`src/rtl/kim1_display_keypad.sv`:
```
// kim1_display_keypad: decodes 6530 port B digit/row select, latches LED segments, debounces the key matrix
module kim1_display_keypad #(
  parameter int HOLD_CYCLES     = 16,
  parameter int TIMEOUT_CYCLES  = 65535,
  parameter int DEBOUNCE_CYCLES = 255
) (
  input  logic        phi2,
  input  logic        rst_n,
  input  logic [7:0]  PAO,
  input  logic [7:0]  DDRA,
  input  logic [7:0]  PBO,
  input  logic [7:0]  DDRB,
  input  logic [20:0] key_raw,
  output logic [7:0]  PAI,
  output logic [41:0] digits,
  output logic [5:0]  digit_valid,
  output logic        frame_tick,
  output logic [20:0] key_db
);
  localparam int HW = $clog2(HOLD_CYCLES + 1);
  localparam int TW = $clog2(TIMEOUT_CYCLES);
  localparam int DW = $clog2(DEBOUNCE_CYCLES + 1);
  localparam logic [HW-1:0] HOLD    = HW'(HOLD_CYCLES);
  localparam logic [TW-1:0] TO_LAST = TW'(TIMEOUT_CYCLES - 2);
  localparam logic [DW-1:0] DB_LAST = DW'(DEBOUNCE_CYCLES - 1);
  logic [7:0]    w_pb_eff;
  logic [3:0]    w_sel;
  logic [6:0]    w_seg;
  logic          w_same;
  logic          w_fire;
  logic [HW-1:0] w_stable_nxt;
  logic [5:0]    w_hit;
  logic [5:0]    w_expire;
  logic [3:0]    r_prev_sel;
  logic [6:0]    r_prev_seg;
  logic [HW-1:0] r_stable_cnt;
  logic [TW-1:0] r_to_cnt [6];
  logic [20:0]   r_sync1;
  logic [20:0]   r_key_s;
  logic [DW-1:0] r_db_cnt [21];
  // undriven port pins float high through the pull-ups; undriven segment pins read as off
  assign w_pb_eff = PBO | ~DDRB;
  assign w_sel    = w_pb_eff[4:1];
  assign w_seg    = PAO[6:0] & DDRA[6:0];
  always_comb begin
    w_same       = (w_sel == r_prev_sel) && (w_seg == r_prev_seg);
    w_stable_nxt = !w_same ? HW'(1) : (r_stable_cnt == HOLD) ? HOLD : r_stable_cnt + 1'b1;
    w_fire       = (w_stable_nxt == HOLD) && (!w_same || r_stable_cnt != HOLD) && (w_seg != 7'd0);
    for (int i = 0; i < 6; i++) begin
      w_hit[i]    = w_fire && (w_sel == 4'(i + 4));
      w_expire[i] = digit_valid[i] && (r_to_cnt[i] == TO_LAST);
    end
  end
  always_comb begin
    PAI = 8'hFF;
    for (int r = 0; r < 3; r++)
      if (w_sel == 4'(r)) PAI[6:0] = ~key_db[r*7 +: 7];
  end
  // a latch and an expiry on the same digit and edge resolve in favour of the latch
  always_ff @(posedge phi2 or negedge rst_n) begin
    if (!rst_n) begin
      r_prev_sel   <= '0;
      r_prev_seg   <= '0;
      r_stable_cnt <= '0;
      frame_tick   <= 1'b0;
      digits       <= '0;
      digit_valid  <= '0;
      for (int i = 0; i < 6; i++) r_to_cnt[i] <= '0;
    end else begin
      r_prev_sel   <= w_sel;
      r_prev_seg   <= w_seg;
      r_stable_cnt <= w_stable_nxt;
      frame_tick   <= w_hit[5];
      for (int i = 0; i < 6; i++) begin
        if (w_hit[i]) begin
          digits[7*i +: 7] <= w_seg;
          digit_valid[i]   <= 1'b1;
          r_to_cnt[i]      <= '0;
        end else if (w_expire[i]) begin
          digits[7*i +: 7] <= '0;
          digit_valid[i]   <= 1'b0;
          r_to_cnt[i]      <= '0;
        end else if (digit_valid[i]) begin
          r_to_cnt[i] <= r_to_cnt[i] + 1'b1;
        end
      end
    end
  end
  always_ff @(posedge phi2 or negedge rst_n) begin
    if (!rst_n) begin
      r_sync1 <= '0;
      r_key_s <= '0;
      key_db  <= '0;
      for (int b = 0; b < 21; b++) r_db_cnt[b] <= '0;
    end else begin
      r_sync1 <= key_raw;
      r_key_s <= r_sync1;
      for (int b = 0; b < 21; b++) begin
        if (r_key_s[b] == key_db[b]) begin
          r_db_cnt[b] <= '0;
        end else if (r_db_cnt[b] == DB_LAST) begin
          key_db[b]   <= r_key_s[b];
          r_db_cnt[b] <= '0;
        end else begin
          r_db_cnt[b] <= r_db_cnt[b] + 1'b1;
        end
      end
    end
  end
endmodule

```
`config.mk`:
```
export PLATFORM = sky130hd
export DESIGN_NAME = kim1_display_keypad
export DESIGN_NICKNAME = d
export VERILOG_FILES = /design/src/rtl/kim1_display_keypad.sv
export SDC_FILE = /design/constraint.sdc
export NUM_CORES = 1
export LEC_CHECK = 0
export BUFFER_PORTS_ARGS = -buffer_cell sky130_fd_sc_hd__buf_2
export CORE_MARGIN = 3
export CORE_UTILIZATION = 25
export DETAILED_ROUTE_END_ITERATION = 8
export GPL_TIMING_DRIVEN = 0
export PLACE_DENSITY = 0.49
export SLEW_MARGIN = 10
export SYNTH_ARGS = -nofsm -noshare
export SYNTH_HDL_FRONTEND = slang
export SYNTH_SLANG_ARGS = --single-unit
```
`constraint.sdc`:
```
create_clock -name phi2 -period 3.6 [get_ports phi2]
set_input_delay 0.9 -clock phi2 [delete_from_list [all_inputs] [get_ports phi2]]
set_output_delay 0.9 -clock phi2 [all_outputs]
set_load 0.01 [all_outputs]
```
---- Word-level counts from Yosys, hierarchy flattened ----
Cells that the tools add are included.
word-level totals
  flip-flop bits (word level) ............. 392
  input port bits ......................... 55
  logic and storage cells ................. 323
  output and inout port bits .............. 78
cells by class
  bitwise operators ....................... 27
  muxes and demuxes ....................... 89
  eq/ne operators ......................... 61
  add/subtract/negate cells ............... 28
  reductions and logical operators ........ 52
operator list
  cell                                                 count
  two-way mux 8 bit                                    42
  two-way mux 16 bit                                   18
  adder 8 x 1 -> 8 bit, second input constant          21
  equality test 8 bit, second input constant           21
  two-way mux 7 bit                                    15
  adder 16 x 1 -> 16 bit, second input constant        6
  equality test 16 bit, second input constant          6
  AND reduction 2 bit                                  21
  equality test 1 bit                                  21
  NOT 1 bit                                            21
  NOT 7 bit                                            3
  nonzero test 3 bit                                   6
  equality test 4 x 3 -> 1 bit, second input constant  4
  logical AND 1 bit                                    15
  two-way mux 1 bit                                    12
  nonzero test 2 bit                                   6
  equality test 5 bit, second input constant           2
  two-way mux 5 bit                                    2
  equality test 4 bit, second input constant           2
  AND 7 bit                                            1
  equality test 7 bit                                  1
  nonzero test 7 bit                                   1
  adder 5 x 1 -> 5 bit, second input constant          1
  inequality test 5 bit, second input constant         1
  other kinds (8)                                      8

---- Logic depth before layout (Yosys ltp) ----
Gate-level depths: netlist of the first run.
  depth in word-level cells ............... 10
  gate-level depth with buffers ........... 10
  mapped depth without buffers ............ 8

---- Worst setup path after synthesis of the first run ----
OpenSTA, ideal clock, no wires.
  path type ............................... input -> output
  start point ............................. input port DDRB[1]
  end point ............................... output port PAI[0]
  data required time ...................... 2,700 ps
  cell stages on the path ................. 5
  arrival ................................. 2,271 ps
  setup slack ............................. 429 ps
  buffers on the path ..................... 1
  path through ............................ nor2b_1 > inv_1 > clkbuf_1 > nor4_1 > a21oi_1
between the ends
  cells in the longest elaborated chain, start to end .. 6
  elaborated cells between the ends (all ways) .. 8
  those cells by class .................... eq/ne: 2; mux: 3; bitwise: 2; reduce/logical: 1
ends and longest elaborated chain
  element                          RTL line  text
  from (decl)                      12        input logic [7:0] DDRB,
  NOT 5 bit *                      42        assign w_pb_eff = PBO | ~DDRB;
  OR 5 bit *                       42
  via w_pb_eff[1]                  26        logic [7:0] w_pb_eff;
  logical NOT 4 bit                57        if (w_sel == 4'(r)) PAI[6:0] = ~key_db[r*7 +: 7];
  two-way mux 7 bit (2 in series)  57
  two-way mux 7 bit *              57
  to (decl)                        14        output logic [7:0] PAI,
Mark *: on every way through the listed nets, which the timed path passes. The rest lies on a longest branch.

---- Final worst setup path of the first run ----
  start point ............................. input port DDRB[4]
  end point ............................... output port PAI[4]
The elaborated chain is that of the path after synthesis.

==> summary.txt, run 1 <==
clock root cell - clkbuf_16
Worst Skew - 17.1 ps
worst vdd ir - 0.000416 V
Hold Crit Class - input pin to asynchronous set/reset pin
row cnt - 98
setup tns final - 0 ps
area grow syn2layout - 20.5%
worst-path maximum fanout - 6
layout cells sized above 1 - 13.0%
Starting Density - 25.3%
status - complete, no violations
Startpoint Class - input pin
Tmin final - 3520 ps
Initial DRC Count - 746
number of fill cells in the layout - 7398
IO Port Bufs - 121
Post-synth ARST share - 100%
Yosys warnings - 0
clock tree buffer depth - 3
most common flop cell mapped by yosys - dfrtp_1
CP arrival - 2620 ps
CTS buffer count - 48
CP bufs+invs - 5
max_cap viols - 0
GRT Residual Overflow - 0
clk slew on worst S/H paths - 60 ps
Post-synth EDFFs - 0
Leak - 9.95 nW
n_diodes - 0
Top delay family on crit path - buffers and inverters
clock sinks - 392
Via density - 4.50
I/O pins - 133
Fin Hold WS - 208 ps
vias in the first global route - 13274
most frequent cells in the layout - 392 x dfrtp_1, 292 x nor2_1, 161 x nand2_1, 137 x nand3_1, 124 x buf_2
HPWL Detailed - 27.7 mm
CP most frequent cell - buf_2
Fmax - 284 MHz
clk_lat worst skew - 580 ps
Detailed Route WL - 40.2 mm
cells along the critical path - buf_2 -> nor2b_2 -> inv_1 -> nor4_4 -> buf_4 -> buf_2 -> a21oi_1 -> buf_2
largest net degree at the start of global routing - 106
pwr dens - 477 mW/mm^2
Worst path slowest cell - nor2b_2
area of the multi-input gates - 0.00795 sq mm
most common cell after layout, fill and taps aside - dfrtp_1
Worst Setup End Kind - output port
CTS tree - built
CTS Hold Bufs - 0
initial antenna violation count - 0
ANT nets after route - 0
drt first pass iters - 6
dpl ws - -625 ps
Netlist cell types - 60
core area - 0.0717 sq mm
fin crit share - 97.7%
vias - 13357
Hold Fails Final Rpt - 0
WL/cell - 13.5 um
slew margin rel. - 44.9%
critical path type - input pin to output port
GRT Util Overall - 10.6%
DR DRC count - 0
CP Data Required Time - 2700 ps
Slowest Stage Delay on Critical Path - 470 ps
Die Span Y - 276 um
Worst Tran Pin Value - 821 ps
post-synthesis sequential area ratio - 54.0%
Final Setup Violations - 0
Synth Register Bits - 392
Max Slew Vio Count - 0
FF/Latch Area - 0.00981 sq mm
die area - 0.0760 sq mm
Die Wd - 276 um
RSZ-0062 raised after global routing - no
Mean Syn Cell Area - 10.1 sq um
syn_nets - 1915
layout net count - 2092
placer congestion estimate - 0.786
first-pass GRT wire length - 66.9 mm
Synth Instances - 1804
synthesized area - 0.0182 sq mm
final worst-path setup slack - 82.5 ps
htree depth - 2
[timing repair]
action	CTS	global route
resized for setup	6	7
endpoints found under the setup margin	7	6
buffers inserted	1	0
pin swaps	1	0
[per-layer routing]
| layer | vias to the layer above | GRT usage (%) | part of all wire, % |
|---|---|---|---|
| met3 | 63 | 2.09 | 4.7 |
| li1 | 6544 | - | - |
| met4 | 0 | 2.95 | 2.1 |
| met5 | - | 0 | 0 |
| met2 | 231 | 17.3 | 45 |
| met1 | 6519 | 14.3 | 48 |
[report_power, final]
part           switching (W)  internal, W
Clock                0.00195      0.00334
Sequential          0.000153      0.00456
Combinational       0.000285     0.000153
Total                0.00239      0.00805
[flip-flops by register name, summed over array words and instances, names as in the netlist]
signal        count
digit_valid       6
digits           42
frame_tick        1
key_db           21
r_db_cnt        168
r_key_s          21
r_prev_seg        7
r_prev_sel        4
r_stable_cnt      5
r_sync1          21
r_to_cnt         96
[through the flow]
stage	cell area (sq um)	std cells	power [W]	utilization (%)
finish	21900	2968	0.0104	30.5
global route	21900	2968	0.0109	30.5
CTS	21900	2968	0.0106	30.5
detailed placement	20100	2880	0.00524	28.0
global placement	20000	2875	0.00521	27.8
floorplan	18200	1804	0.00500	-
[worst register-to-register path: cells and delay by family (launching register included)]
| family | cells | cell delay, ps |
|---|---|---|
| AOI/OAI and AO/OA | 1 | 350 |
| adders and majority gates | 1 | 190 |
| buffers and inverters | 3 | 380 |
| DFF | 1 | 410 |
| muxes | 1 | 180 |
| and+or+nand+nor | 4 | 1250 |
[synthesized netlist by cell type (all sizes together), types with 3 or more instances]
cell type / instances / area share [%]
nand4: 24 / 0.86
o22ai: 6 / 0.21
or3: 13 / 0.45
and4: 13 / 0.63
nand2b: 6 / 0.21
a21bo: 3 / 0.17
buf: 17 / 0.96
nor2: 292 / 6.0
and2: 10 / 0.34
xnor2: 42 / 2.0
nor3b: 21 / 0.87
mux2i: 47 / 2.6
nor3: 39 / 1.1
inv: 45 / 0.93
o21ai: 70 / 1.9
nor2b: 10 / 0.34
nor4: 12 / 0.50
mux2: 22 / 1.4
a21oi: 104 / 2.9
clkbuf: 27 / 0.56
nand2: 162 / 3.4
and3: 60 / 2.1
ha: 56 / 3.9
nand3: 138 / 3.8
o211ai: 6 / 0.25
dfrtp: 392 / 54
a41oi: 5 / 0.24
nand4b: 4 / 0.19
a21o: 4 / 0.17
xor2: 117 / 5.6
nand3b: 5 / 0.21
a31oi: 7 / 0.24
or4: 3 / 0.12
[layout make-up]
class / instances / share of cell area (%)
Buffer: 44 / 1.28
Clock buffer: 66 / 6.30
Clock inverter: 21 / 1.74
Inverter: 47 / 0.805
Multi-Input combinational cell: 1321 / 36.3
Sequential cell: 392 / 44.8
Tap cell: 950 / 5.43
Timing Repair Buffer: 127 / 3.37
[final timing paths]
path                                           start                  endpoint  slack [ps]  depth (start not counted)
setup / recovery                             DDRB[4]                    PAI[4]          80                          8
hold / removal                                 rst_n    r_db_cnt[48]$_DFF_PN0_         210                          1
setup reg to reg           r_stable_cnt[0]$_DFF_PN0_     digits[5]$_DFFE_PN0P_         720                         10
hold reg to reg                 r_sync1[5]$_DFF_PN0_      r_key_s[5]$_DFF_PN0_         350                          0
max in group asynchronous                      rst_n  r_to_cnt[87]$_DFFE_PN0P_        1810                          4
min in group phi2               r_sync1[5]$_DFF_PN0_      r_key_s[5]$_DFF_PN0_         350                          0
[cell families after synthesis]
logic type | after synthesis | share of synthesized area, %
multiplexers | 69 | 3.95
other | 1 | 0.0206
flip-flops | 392 | 54.0
XOR/XNOR | 159 | 7.66
AND/OR/NAND/NOR | 816 | 21.3
AO/OA/AOI/OAI | 220 | 6.79
buffers and inverters | 91 | 2.49
adder cells (fa/ha/maj) | 56 | 3.86
Power figures use the tool's default switching activity.
==> inputs of run 2 (changes only) <==
- CTS_CLUSTER_SIZE: not set -> 24
- PLACE_DENSITY: 0.49 -> 0.5
- clock period: 3.6 -> 2.9 ns (I/O delays scaled with it)
==> run 2 against run 1 <==
Net effect: wire length down 0.65%; power grew 21%; via count unchanged; critical path type unchanged; critical endpoint unchanged; largest cell class unchanged.
==> summary.txt, run 2 (same netlist as run 1, synthesis figures left out) <==
GRT Residual Overflow - 0 (unchanged)
initial antenna violation count - 1 (was 0)
Detailed Route WL - 39.9 mm (was 40.2 mm)
slew margin rel. - 45.7% (was 44.9%)
critical path type - input pin to output port (unchanged)
reg2reg setup slack - 160 ps (was 720 ps)
worst vdd ir - 0.000522 V (was 0.000416 V)
die area - 0.0760 sq mm (unchanged)
Worst Tran Pin Value - 808 ps (was 821 ps)
setup tns final - 0 ps (unchanged)
CTS Hold Bufs - 0 (unchanged)
Fmax - 360 MHz
status - complete, no violations (unchanged)
most common cell after layout, fill and taps aside - dfrtp_1 (unchanged)
CP arrival - 2050 ps (was 2620 ps)
area of the multi-input gates - 0.00798 sq mm (was 0.00795 sq mm)
CTS tree - built (unchanged)
I/O pins - 133 (unchanged)
fin crit share - 95.8%
layout cells sized above 1 - 13.3% (was 13.0%)
Via density - 4.50 (about the same)
Final Setup Violations - 0 (unchanged)
DR DRC count - 0 (unchanged)
largest net degree at the start of global routing - 106 (unchanged)
final worst-path setup slack - 122 ps (was 82.5 ps)
first-pass GRT wire length - 66.2 mm (was 66.9 mm)
drt first pass iters - 5 (was 6)
number of fill cells in the layout - 7410 (was 7398)
Starting Density - 25.3% (unchanged)
row cnt - 98 (unchanged)
worst-path maximum fanout - 9 (was 6)
clock tree buffer depth - 3 (unchanged)
ANT nets after route - 0 (unchanged)
Startpoint Class - input pin (unchanged)
vias in the first global route - 13233 (was 13274)
layout net count - 2095 (was 2092)
dpl ws - -770 ps (was -625 ps)
placer congestion estimate - 0.789 (was 0.786)
CTS buffer count - 47 (was 48)
Initial DRC Count - 703 (was 746)
Worst Setup End Kind - output port (unchanged)
cells along the critical path - buf_2 -> nor2b_2 -> buf_2 -> nand3_4 -> a21oi_2 -> a21oi_1 -> buf_2 (was buf_2 -> nor2b_2 -> inv_1 -> nor4_4 -> buf_4 -> buf_2 -> a21oi_1 -> buf_2)
clk slew on worst S/H paths - 60 ps (about the same)
IO Port Bufs - 121 (unchanged)
CP most frequent cell - buf_2 (unchanged)
Max Slew Vio Count - 0 (unchanged)
GRT Util Overall - 10.5% (was 10.6%)
number of flip-flops in the largest register - 168 (unchanged)
vias - 13357 (unchanged)
clk_lat worst skew - 570 ps (was 580 ps)
Worst path slowest cell - a21oi_2 (was nor2b_2)
clock root cell - clkbuf_16 (unchanged)
Regs by FF count - r_db_cnt (168), r_to_cnt (96), digits (42) (unchanged)
n_diodes - 0 (unchanged)
core area - 0.0717 sq mm (unchanged)
Tmin final - 2780 ps
Hold Fails Final Rpt - 0 (unchanged)
pwr dens - 578 mW/mm^2 (was 477 mW/mm^2)
most frequent cells in the layout - 392 x dfrtp_1, 292 x nor2_1, 161 x nand2_1, 137 x nand3_1, 122 x buf_2 (was 392 x dfrtp_1, 292 x nor2_1, 161 x nand2_1, 137 x nand3_1, 124 x buf_2)
largest reg by FF count - r_db_cnt (unchanged)
Slowest Stage Delay on Critical Path - 290 ps (was 470 ps)
Die Span Y - 276 um (unchanged)
clock sinks - 392 (unchanged)
Leak - 9.94 nW (was 9.95 nW)
Die Wd - 276 um (unchanged)
max_cap viols - 0 (unchanged)
CP Data Required Time - 2170 ps (was 2700 ps)
Worst Skew - 10.7 ps (was 17.1 ps)
FF/Latch Area - 0.00981 sq mm (unchanged)
htree depth - 2 (unchanged)
area grow syn2layout - 20.4% (was 20.5%)
Hold Crit Class - input pin to asynchronous set/reset pin (unchanged)
Fin Hold WS - 69.4 ps (was 208 ps)
RSZ-0062 raised after global routing - no (unchanged)
HPWL Detailed - 27.3 mm (was 27.7 mm)
WL/cell - 13.4 um (was 13.5 um)
==> run 2: cell count changes in the layout (fill, tap and decap cells not counted), sizes merged <==
cell and change:
clkinvlp -1, clkbuf +3, bufinv -3, buf +3
==> run 2: timing repair <==
item	in CTS	in global routing
buffers inserted	1	5
endpoints found under the setup margin	10	103
gates resized for setup	16	12
gates cloned	0	0
pin swaps	1	3
==> run 2: worst max-delay path, delay by kind of cell <==
family                 cells  cell delay [ps]
AO/OA/AOI/OAI              2              350
buffers and inverters      3              530
AND/OR/NAND/NOR            2              440
==> run 2: report_power, final <==
part,leakage (nW),internal (W),switching [W]
clock,0.807,0.00386,0.00239
combinational,4.32,0.000192,0.000351
sequential,4.81,0.00566,0.000189
==> run 2: routing by layer <==
metal	global-route usage, %	wire, um	up-vias
met5	0	0	-
met4	3.25	913	0
met3	2.08	1920	69
met2	17.3	18300	241
met1	13.9	18700	6503
li1	-	-	6544
==> run 2: area by class of cell <==
cell class / count / share of cell area, %
buffer: 43 / 1.35
clock buffer: 68 / 6.34
clock inverter: 17 / 1.20
inverter: 47 / 0.806
multi-input combinational: 1321 / 36.5
sequential: 392 / 44.8
tap: 950 / 5.43
timing repair buffer: 132 / 3.57
==> run 2: metrics by stage <==
step / total power [W] / util, % / cells / cell area [sq um]
2_1_floorplan: 0.00620 / - / 1804 / 18200
3_3_place_gp: 0.00646 / 27.8 / 2875 / 20000
3_5_place_dp: 0.00650 / 28.0 / 2880 / 20100
4_1_cts: 0.0129 / 30.4 / 2966 / 21800
5_1_grt: 0.0132 / 30.5 / 2970 / 21900
6_report: 0.0126 / 30.5 / 2970 / 21900
==> run 2: final timing paths <==
path	to	from	cells after the start
worst min-delay path	r_db_cnt[50]$_DFF_PN0_	rst_n	1
worst max-delay path	PAI[4]	PBO[2]	7
worst max register to register	r_to_cnt[79]$_DFFE_PN0P_	r_stable_cnt[0]$_DFF_PN0_	9
min in group phi2	r_sync1[20]$_DFF_PN0_	key_raw[20]	1
worst min register to register	r_key_s[11]$_DFF_PN0_	r_sync1[11]$_DFF_PN0_	0
max in group asynchronous	r_to_cnt[92]$_DFFE_PN0P_	rst_n	3
